`src/rtl/bit_scan_unit.sv`:
```
// Bit-scan unit: finds the lowest/highest set or clear bit of a latched operand,
// examining one bit per cycle, and holds the result until downstream accepts it.
module bit_scan_unit #(
  parameter int unsigned DATA_W = 32
) (
  input  logic              clk_i,
  input  logic              rst_ni,
  input  logic              start_i,
  input  logic [DATA_W-1:0] data_i,
  input  logic [1:0]        type_i,
  input  logic              flush_i,
  input  logic              ready_i,
  output logic              busy_o,
  output logic              valid_o,
  output logic [5:0]        result_o,
  output logic              found_o
);

  localparam int unsigned PTR_W = $clog2(DATA_W);
  localparam logic [PTR_W-1:0] PTR_LAST = PTR_W'(DATA_W - 1);
  localparam logic [5:0] NO_MATCH = 6'(DATA_W);

  typedef enum logic [1:0] {
    S_IDLE,
    S_SCAN,
    S_DONE
  } state_e;

  state_e            state_q, state_d;
  logic [DATA_W-1:0] data_q, data_d;
  logic [1:0]        type_q, type_d;
  logic [PTR_W-1:0]  ptr_q, ptr_d;
  logic [5:0]        result_q, result_d;
  logic              found_q, found_d;

  logic hit;
  logic at_end;

  // type[0]=0 looks for a 1, type[1]=1 scans downward from the MSB
  assign hit    = (data_q[ptr_q] == ~type_q[0]);
  assign at_end = type_q[1] ? (ptr_q == '0) : (ptr_q == PTR_LAST);

  always_comb begin
    state_d  = state_q;
    data_d   = data_q;
    type_d   = type_q;
    ptr_d    = ptr_q;
    result_d = result_q;
    found_d  = found_q;
    if (flush_i) begin
      state_d = S_IDLE;
    end else begin
      unique case (state_q)
        S_IDLE: begin
          if (start_i) begin
            state_d = S_SCAN;
            data_d  = data_i;
            type_d  = type_i;
            ptr_d   = type_i[1] ? PTR_LAST : '0;
          end
        end
        S_SCAN: begin
          if (hit) begin
            result_d = 6'(ptr_q);
            found_d  = 1'b1;
            state_d  = S_DONE;
          end else if (at_end) begin
            result_d = NO_MATCH;
            found_d  = 1'b0;
            state_d  = S_DONE;
          end else begin
            ptr_d = type_q[1] ? ptr_q - 1'b1 : ptr_q + 1'b1;
          end
        end
        S_DONE: begin
          if (ready_i) begin
            state_d = S_IDLE;
          end
        end
        default: state_d = S_IDLE;
      endcase
    end
  end

  always_ff @(posedge clk_i or negedge rst_ni) begin
    if (!rst_ni) begin
      state_q  <= S_IDLE;
      data_q   <= '0;
      type_q   <= '0;
      ptr_q    <= '0;
      result_q <= '0;
      found_q  <= 1'b0;
    end else begin
      state_q  <= state_d;
      data_q   <= data_d;
      type_q   <= type_d;
      ptr_q    <= ptr_d;
      result_q <= result_d;
      found_q  <= found_d;
    end
  end

  assign busy_o   = (state_q != S_IDLE);
  assign valid_o  = (state_q == S_DONE);
  assign result_o = result_q;
  assign found_o  = found_q;

endmodule

```
`config.mk`:
```
export PLATFORM = sky130hd
export DESIGN_NAME = bit_scan_unit
export DESIGN_NICKNAME = d
export VERILOG_FILES = /design/src/rtl/bit_scan_unit.sv
export SDC_FILE = /design/constraint.sdc
export NUM_CORES = 1
export LEC_CHECK = 0
export BUFFER_PORTS_ARGS = -buffer_cell sky130_fd_sc_hd__buf_4
export CORE_MARGIN = 1.5
export CORE_UTILIZATION = 30
export DETAILED_ROUTE_END_ITERATION = 7
export SYNTH_ARGS = -nofsm -noshare
export SYNTH_HDL_FRONTEND = slang
export SYNTH_SLANG_ARGS = --single-unit
```
`constraint.sdc`:
```
create_clock -name clk_i -period 2.75 [get_ports clk_i]
set_input_delay 0.275 -clock clk_i [delete_from_list [all_inputs] [get_ports clk_i]]
set_output_delay 0.275 -clock clk_i [all_outputs]
set_load 0.005 [all_outputs]
```
==> metrics.md, run 1 <==
| Metric | Value |
|---|---|
| Status | complete, but fails checks |
| Failing checks | negative hold slack |
| Critical path peak fanout | 11 |
| Synth Register Bits | 48 |
| # clock sinks | 48 |
| Netlist Area Pre-Place | around 2400 um^2 |
| Ant. Diodes | 0 |
| Reg2reg setup slack | slightly below 400 ps |
| CTS tree | yes |
| Slew margin rel. | 59.0% |
| Adder-Cell Fraction of Synth Area | roughly 2.4% |
| DRC viols | 0 |
| Pin count of the biggest net entering global routing | 49 |
| Post-synth EDFFs | 0 |
| First-pass GRT wire length | roughly 8300 um |
| Largest family of logic cells by synthesized area | multiplexers |
| # fillers | 796 |
| Hold Path Class | in -> async |
| Prevailing post-synth register cell | dfrtp_1 |
| Register area share after synthesis | 49.8% |
| Vias in the first global route | approximately 1700 |
| Die W | 92.7 um |
| Hold WS | -27.6 ps |
| Avg WL per Cell | around 14 um |
| Max Cap Viol | 0 |
| Int Power | 2.05 mW |
| PortBufs | 47 |
| CP Class | reg -> reg |
| Gr ovfl total | 0 |
| Worst Skew | around 3.1 ps |
| GR Layer Usage met3 | 3.45% |
| Routed Antenna Nets | 0 |
| CP Capture Type | flip-flop |
| Clk_lat worst skew | roughly 300 ps |
| CP Buf/Inv Count | 0 |
| Hold-fix buffers, CTS | 0 |
| Ys Warns | 0 |
| CP cell instances | nor2_1, a22oi_1, a211oi_1, nor4_4, mux2_4, a21oi_1, o221ai_1 |
| Met2 usage | 20.0% |
| Net Count, Synth | 233 |
| TritonCTS buffer count | 5 |
| CP Data Arrival Time | ~2500 ps |
| Clk buf depth | 2 |
| Simple-Gate Fraction of Synth Area | under 10% |
| Initial Util | 31.1% |
| Worst Setup Start Kind | flip-flop |
| Post-Synth XOR/XNOR Area | 1.81% |
| Setup bufs post-CTS | 0 |
| Final Hold Viols | 20 |
| Syn Inst Count | 190 |
| Sequential cell area | between 1000 and 1500 um^2 |
| Crit path time final | ~2400 ps |
| Routability cong. | ~0.79 |
| Critical path required time | ~2900 ps |
| Post-Route WL | a little under 5000 um |
| Final setup vio count | 0 |
| Post-DP HPWL | roughly 3600 um |
| Peak VDD IR | 0.400 mV |
| Sw frac | a little over a third |
| Asr flop ratio synth | 100% |
| Comb power frac | a little under half |
| Seq pwr share | 39.6% |
| Slowest cell on the critical path | dfrtp_1 |
| Crit-path max cell delay | 480 ps |
| Worst-path clk slew | ~80 ps |
| Full die area | around 8600 um^2 |
| Area growth from synthesis to layout | 22.6% |
| Io pins | 48 |
| Routed vias/inst | about 4.7 |
| Leakage | 1.32 nW |
| GR peak layer | met2 |
| GRT Util Overall | approximately 12% |
| Total Nets Final | around 280 |
| Clock network fraction of total power | a little over an eighth |
| Non-Filler Instances | roughly 340 |
| Max-slew violations | 0 |
| Final Power | 3.24 mW |
| Power per cell area | about 1100 nW/um^2 |
| Setup TNS Final | 0 ps |
| FP Rows | 32 |
| Crit path max-delay family | compound AO/OA/AOI/OAI gates |
| Unrepaired setup endpoints after global routing | false |
| Share of cells above drive strength 1 | 42.3% |
| Starting DRT DRC Count | 56 |
| Met1 Track Usage GR | 16.6% |
| Total number of H-tree levels | 2 |
| Syn avg cell area | approximately 13 um^2 |
| Placed insts | 335 |
| Post-cts sizing count | 0 |
| Initial antenna violation count | 0 |
| Routed via count | roughly 1600 |
| Tcrit/Tclk final | 86.0% |
| Core ar. | between 7000 and 8000 um^2 |
| Post-synthesis compound-gate area fraction | 12.0% |
| Synth unique cells | 44 |
| Fmax | around 420 MHz |
| Root Driver | clkbuf_8 |
| Die height | roughly 93 um |
| 1st-pass router iterations | 4 |
| Mux contribution to synthesized area | between 20% and 30% |
| Worst slew pin tran | slightly above 600 ps |
| Layout Utilization | 38.1% |
| Switch Pwr | approximately 1.2 mW |
| Area of the multi-input gates | between 1000 and 1500 um^2 |
[metal layers]
metal  share of wire (%)  routed length, um
met5                   0                  0
met4                0.63                 31
met3                 5.3                261
met2                  47               2330
met1                  47               2300
[cell usage in the layout, fill, tap and decap left out, drive strengths merged, types with 3 or more instances in the layout]
cell,n
nor2,8
clkbuf,8
buf,50
nand2,10
a31oi,3
mux2,34
inv,5
a22o,5
and2b,3
mux2i,16
a22oi,8
a21oi,8
ha,3
dfrtp,48
o21ai,4
xor2,3
[path summary, 6_finish.rpt]
check	startpoint	end	depth (start not counted)
setup reg to reg	ptr_q[0]$_DFFE_PN0P_	ptr_q[0]$_DFFE_PN0P_	7
hold reg to reg	data_q[20]$_DFFE_PN0P_	data_q[20]$_DFFE_PN0P_	1
setup / recovery	ptr_q[0]$_DFFE_PN0P_	ptr_q[0]$_DFFE_PN0P_	7
max in group asynchronous	rst_ni	data_q[27]$_DFFE_PN0P_	1
min in group clk_i	flush_i	state_q[1]$_DFFE_PN0P_	2
hold / removal	rst_ni	data_q[16]$_DFFE_PN0P_	1
[power groups by stage]
stage	combinational [mW]	clock [mW]	sequential [mW]
after floorplan	1.27	0	1.22
after global placement	1.52	0	1.30
after detailed placement	1.53	0	1.31
after CTS	1.54	0.443	1.29
after global routing	1.68	0.472	1.33
final	1.52	0.431	1.28
[worst register-to-register path, cell delays in order, from the launching register on]
cell	delay, ps
dfrtp_1	480
nor2_1	370
a22oi_1	140
a211oi_1	390
nor4_4	90
mux2_4	380
a21oi_1	250
o221ai_1	140
[final cells by class]
| class | count | share of cell area, % |
|---|---|---|
| Clock buffer | 8 | 3.05 |
| Timing Repair Buffer | 50 | 13.1 |
| Sequential cell | 48 | 40.6 |
| Tap cell | 102 | 4.31 |
| Multi-Input combinational cell | 130 | 38.3 |
| Inverter | 5 | 0.635 |
[cells in the mapped netlist (all sizes together), types with 2 or more instances]
library cell / n / area, um^2
a21o: 2 / 15.0
a21oi: 8 / 43.8
a22o: 5 / 43.8
a22oi: 8 / 70.1
a31oi: 3 / 18.8
and2b: 3 / 26.3
buf: 4 / 56.3
clkbuf: 3 / 11.3
dfrtp: 48 / 1200
ha: 3 / 37.5
inv: 5 / 18.8
mux2: 34 / 387
mux2i: 16 / 160
nand2: 10 / 45.0
nor2: 8 / 30.0
nor2b: 2 / 12.5
o21ai: 4 / 20.0
o31ai: 2 / 15.0
xnor2: 2 / 17.5
xor2: 3 / 26.3
[metrics by stage]
step                      cell area, um^2  worst slack, ps  hold slack (ps)
after floorplan                      2410              517            -20.6
after global placement               2870              473              331
after detailed placement             2870              428              339
after CTS                            2960              383             10.5
after global routing                 2960              212             43.0
final                                2960              386            -27.6
[sequential cells by signal, summed over array words and instances (netlist names)]
register  flops
ptr_q         5
data_q       32
found_o       1
result_o      6
type_q        2
state_q       2
[kinds of logic (layout without fill, tap and decap cells)]
| group | after synthesis | after routing |
|---|---|---|
| compound gates | 40 | 40 |
| xor+xnor | 5 | 5 |
| fa+ha+maj | 4 | 4 |
| buf+inv | 12 | 63 |
| flops | 48 | 48 |
| mux | 50 | 50 |
| simple gates | 31 | 31 |
(Power assumes the default switching activity.)
==> inputs of run 2 (changes only) <==
--- a/config.mk
+++ b/config.mk
@@ -9,6 +9,7 @@
 export CORE_MARGIN = 1.5
 export CORE_UTILIZATION = 30
 export DETAILED_ROUTE_END_ITERATION = 7
+export REMOVE_ABC_BUFFERS = 1
 export SYNTH_ARGS = -nofsm -noshare
 export SYNTH_HDL_FRONTEND = slang
 export SYNTH_SLANG_ARGS = --single-unit
==> constraint.sdc (replaced) <==
create_clock -name clk_i -period 2.2 [get_ports clk_i]
set_input_delay 0.22 -clock clk_i [delete_from_list [all_inputs] [get_ports clk_i]]
set_output_delay 0.22 -clock clk_i [all_outputs]
set_load 0.005 [all_outputs]
==> run 2 against run 1 <==
Clock-buffer cell count is 1 lower; critical endpoint is now state_q[1]$_DFFE_PN0P_; clock skew up 0.83 ps; the flow finishes with violations (negative setup slack); final cell count is 4.7% higher; via count rose by 6.1%; combinational power is 65% higher; die area is the same; clock power is 28% higher.
==> metrics.md, run 2 (synthesis results as in run 1) <==
| Metric | Value |
|---|---|
| Share of cells above drive strength 1 | 52.5% (+10 points) |
| Crit path max-delay family | multiplexers |
| Critical path peak fanout | 5 (-6) |
| Hold Path Class | in -> reg |
| CP Capture Type | flip-flop |
| Ant. Diodes | 0 (unchanged) |
| Routed vias/inst | 4.80 (+1.4%) |
| Crit path time final | 2240 ps (-127 ps) |
| Reg2reg setup slack | -40 ps (-420 ps) |
| Worst Skew | 3.96 ps (+0.829 ps) |
| Critical path required time | 2390 ps (-530 ps) |
| Setup TNS Final | -71.1 ps (-71.1 ps) |
| Worst slew pin tran | 739 ps (+124 ps) |
| Pin count of the biggest net entering global routing | 49 (unchanged) |
| Worst Setup Start Kind | flip-flop |
| Slowest cell on the critical path | dfrtp_2 |
| # fillers | 791 (-0.63%) |
| # clock sinks | 48 (unchanged) |
| Total number of H-tree levels | 2 (unchanged) |
| CTS tree | yes |
| First-pass GRT wire length | 8950 um (+7.5%) |
| Root Driver | clkbuf_8 |
| Worst R2R Start | ptr_q[1]$_DFFE_PN0P_ |
| Crit-path max cell delay | 460 ps (-20 ps) |
| Tcrit/Tclk final | 102% (+16 points) |
| Layout Utilization | 41.1% (+3.0 points) |
| Avg WL per Cell | 14.9 um (+4.1%) |
| Total Nets Final | 299 (+5.7%) |
| Peak VDD IR | 0.517 mV (+29%) |
| Initial antenna violation count | 0 (unchanged) |
| WHS Endpoint | state_q[1]$_DFFE_PN0P_ |
| Fmax | 447 MHz (+5.7%) |
| Io pins | 48 (unchanged) |
| Clk_lat worst skew | 300 ps (about the same) |
| Max Cap Viol | 0 (unchanged) |
| Initial Util | 31.1% (unchanged) |
| Starting DRT DRC Count | 54 (-3.6%) |
| Most frequent cells in the layout | buf_4 (58), dfrtp_1 (47), mux2_2 (33), mux2i_1 (15), nand2_1 (9) |
| Final setup vio count | 3 (+3) |
| CP Class | reg -> reg |
| Hold path start | flush_i |
| Max reg flops | 32 (unchanged) |
| Full die area | 8590 um^2 (unchanged) |
| Worst setup margin | -37.3 ps (-423 ps) |
| Routability cong. | 0.866 (+10%) |
| Clk buf depth | 2 (unchanged) |
| Final Power | 4.66 mW (+44%) |
| Post-Route WL | 5360 um (+8.9%) |
| CP Buf/Inv Count | 3 (+3) |
| Die height | 92.7 um (unchanged) |
| Routed via count | 1722 (+6.1%) |
| Hold Path Stages | 2 |
| CP Data Arrival Time | 2430 ps (-110 ps) |
| Commonest non-fill, non-tap cell in the layout | buf_4 |
| Routed Antenna Nets | 0 (unchanged) |
| Pre-CTS setup slack | -151 ps (-578 ps) |
| Leakage | 1.41 nW (+6.8%) |
| Top reg by flops | data_q |
| Die W | 92.7 um (unchanged) |
| Unrepaired setup endpoints after global routing | true |
| 1st-pass router iterations | 4 (unchanged) |
| Gr ovfl total | 0 (unchanged) |
| Capture point of the worst reg-to-reg path | state_q[1]$_DFFE_PN0P_ |
| Power per cell area | 1460 nW/um^2 (+33%) |
| Reg2reg path depth | 10 (+3) |
| Sequential cell area | 1200 um^2 (+0.10%) |
| DRC viols | 0 (unchanged) |
| PortBufs | 47 (unchanged) |
| Post-DP HPWL | 3730 um (+4.0%) |
| Area of the multi-input gates | 1230 um^2 (+8.5%) |
| Status | complete, but fails checks |
| FP Rows | 32 (unchanged) |
| Area growth from synthesis to layout | 32.3% |
| Vias in the first global route | 1809 (+6.9%) |
| Core ar. | 7770 um^2 (unchanged) |
| GRT Util Overall | 13.2% (+0.77 points) |
| Failing checks | negative setup slack |
| TritonCTS buffer count | 5 (unchanged) |
| Max-slew violations | 0 (unchanged) |
| Slew margin rel. | 50.6% (-8.4 points) |
| CP most frequent cell | buf_6 |
| Final Hold Viols | 0 (-100%) |
| Worst-path clk slew | 90 ps (about the same) |
| CP cell instances | buf_6, mux2i_2, a22oi_2, a211oi_2, nor4_4, buf_4, mux2_4, buf_6, nand2_1, a21oi_1 |
[run 2: metrics by stage]
step	std cells	hold WS (ps)	cell area (um^2)
after global placement	343	278	2930
after detailed placement	343	278	2930
after global routing	359	112	3190
after CTS	357	111	3130
final	359	116	3190
after floorplan	183	-75.6	2350
[run 2: final cells by class]
type / count / area share [%]
timing repair buffer: 65 / 16.3
sequential: 48 / 37.7
inverter: 5 / 0.588
multi-input combinational: 131 / 38.5
clock buffer: 7 / 2.70
clock inverter: 1 / 0.235
tap: 102 / 4.00
[run 2: how the worst max path moves through the flow]
stage	to	from	slack [ps]	cells past startpoint
after CTS	ptr_q[4]$_DFFE_PN0P_	ptr_q[1]$_DFFE_PN0P_	-20	8
final	state_q[1]$_DFFE_PN0P_	ptr_q[1]$_DFFE_PN0P_	-40	10
after global placement	ptr_q[0]$_DFFE_PN0P_	ptr_q[1]$_DFFE_PN0P_	-90	8
after global routing	ptr_q[3]$_DFFE_PN0P_	ptr_q[1]$_DFFE_PN0P_	-130	9
after floorplan	data_q[0]$_DFFE_PN0P_	state_q[0]$_DFFE_PN0P_	-470	3
after detailed placement	ptr_q[0]$_DFFE_PN0P_	ptr_q[1]$_DFFE_PN0P_	-150	8
[run 2: metal layers]
metal | wire, um | global-route usage [%] | up-vias
li1 | - | - | 835
met1 | 2510 | 18.6 | 823
met2 | 2480 | 19.8 | 55
met3 | 288 | 3.45 | 9
met4 | 87 | 4.04 | 0
met5 | 0 | 0 | -
[run 2: power breakdown]
part           total, mW  switching, mW  leakage [nW]  internal, mW
clock              0.550          0.294        0.0445         0.256
combinational       2.51           1.15         0.799          1.36
sequential          1.60          0.302         0.570          1.30
total               4.66           1.74          1.41          2.92
[run 2: what timing repair did]
item,4_1_cts,5_1_grt
pin swaps,12,5
setup buffers,2,2
endpoints found under the setup margin,13,12
gates cloned,3,0
hold endpoints to repair,48,0
hold buffers,1,0
resized for setup,15,11
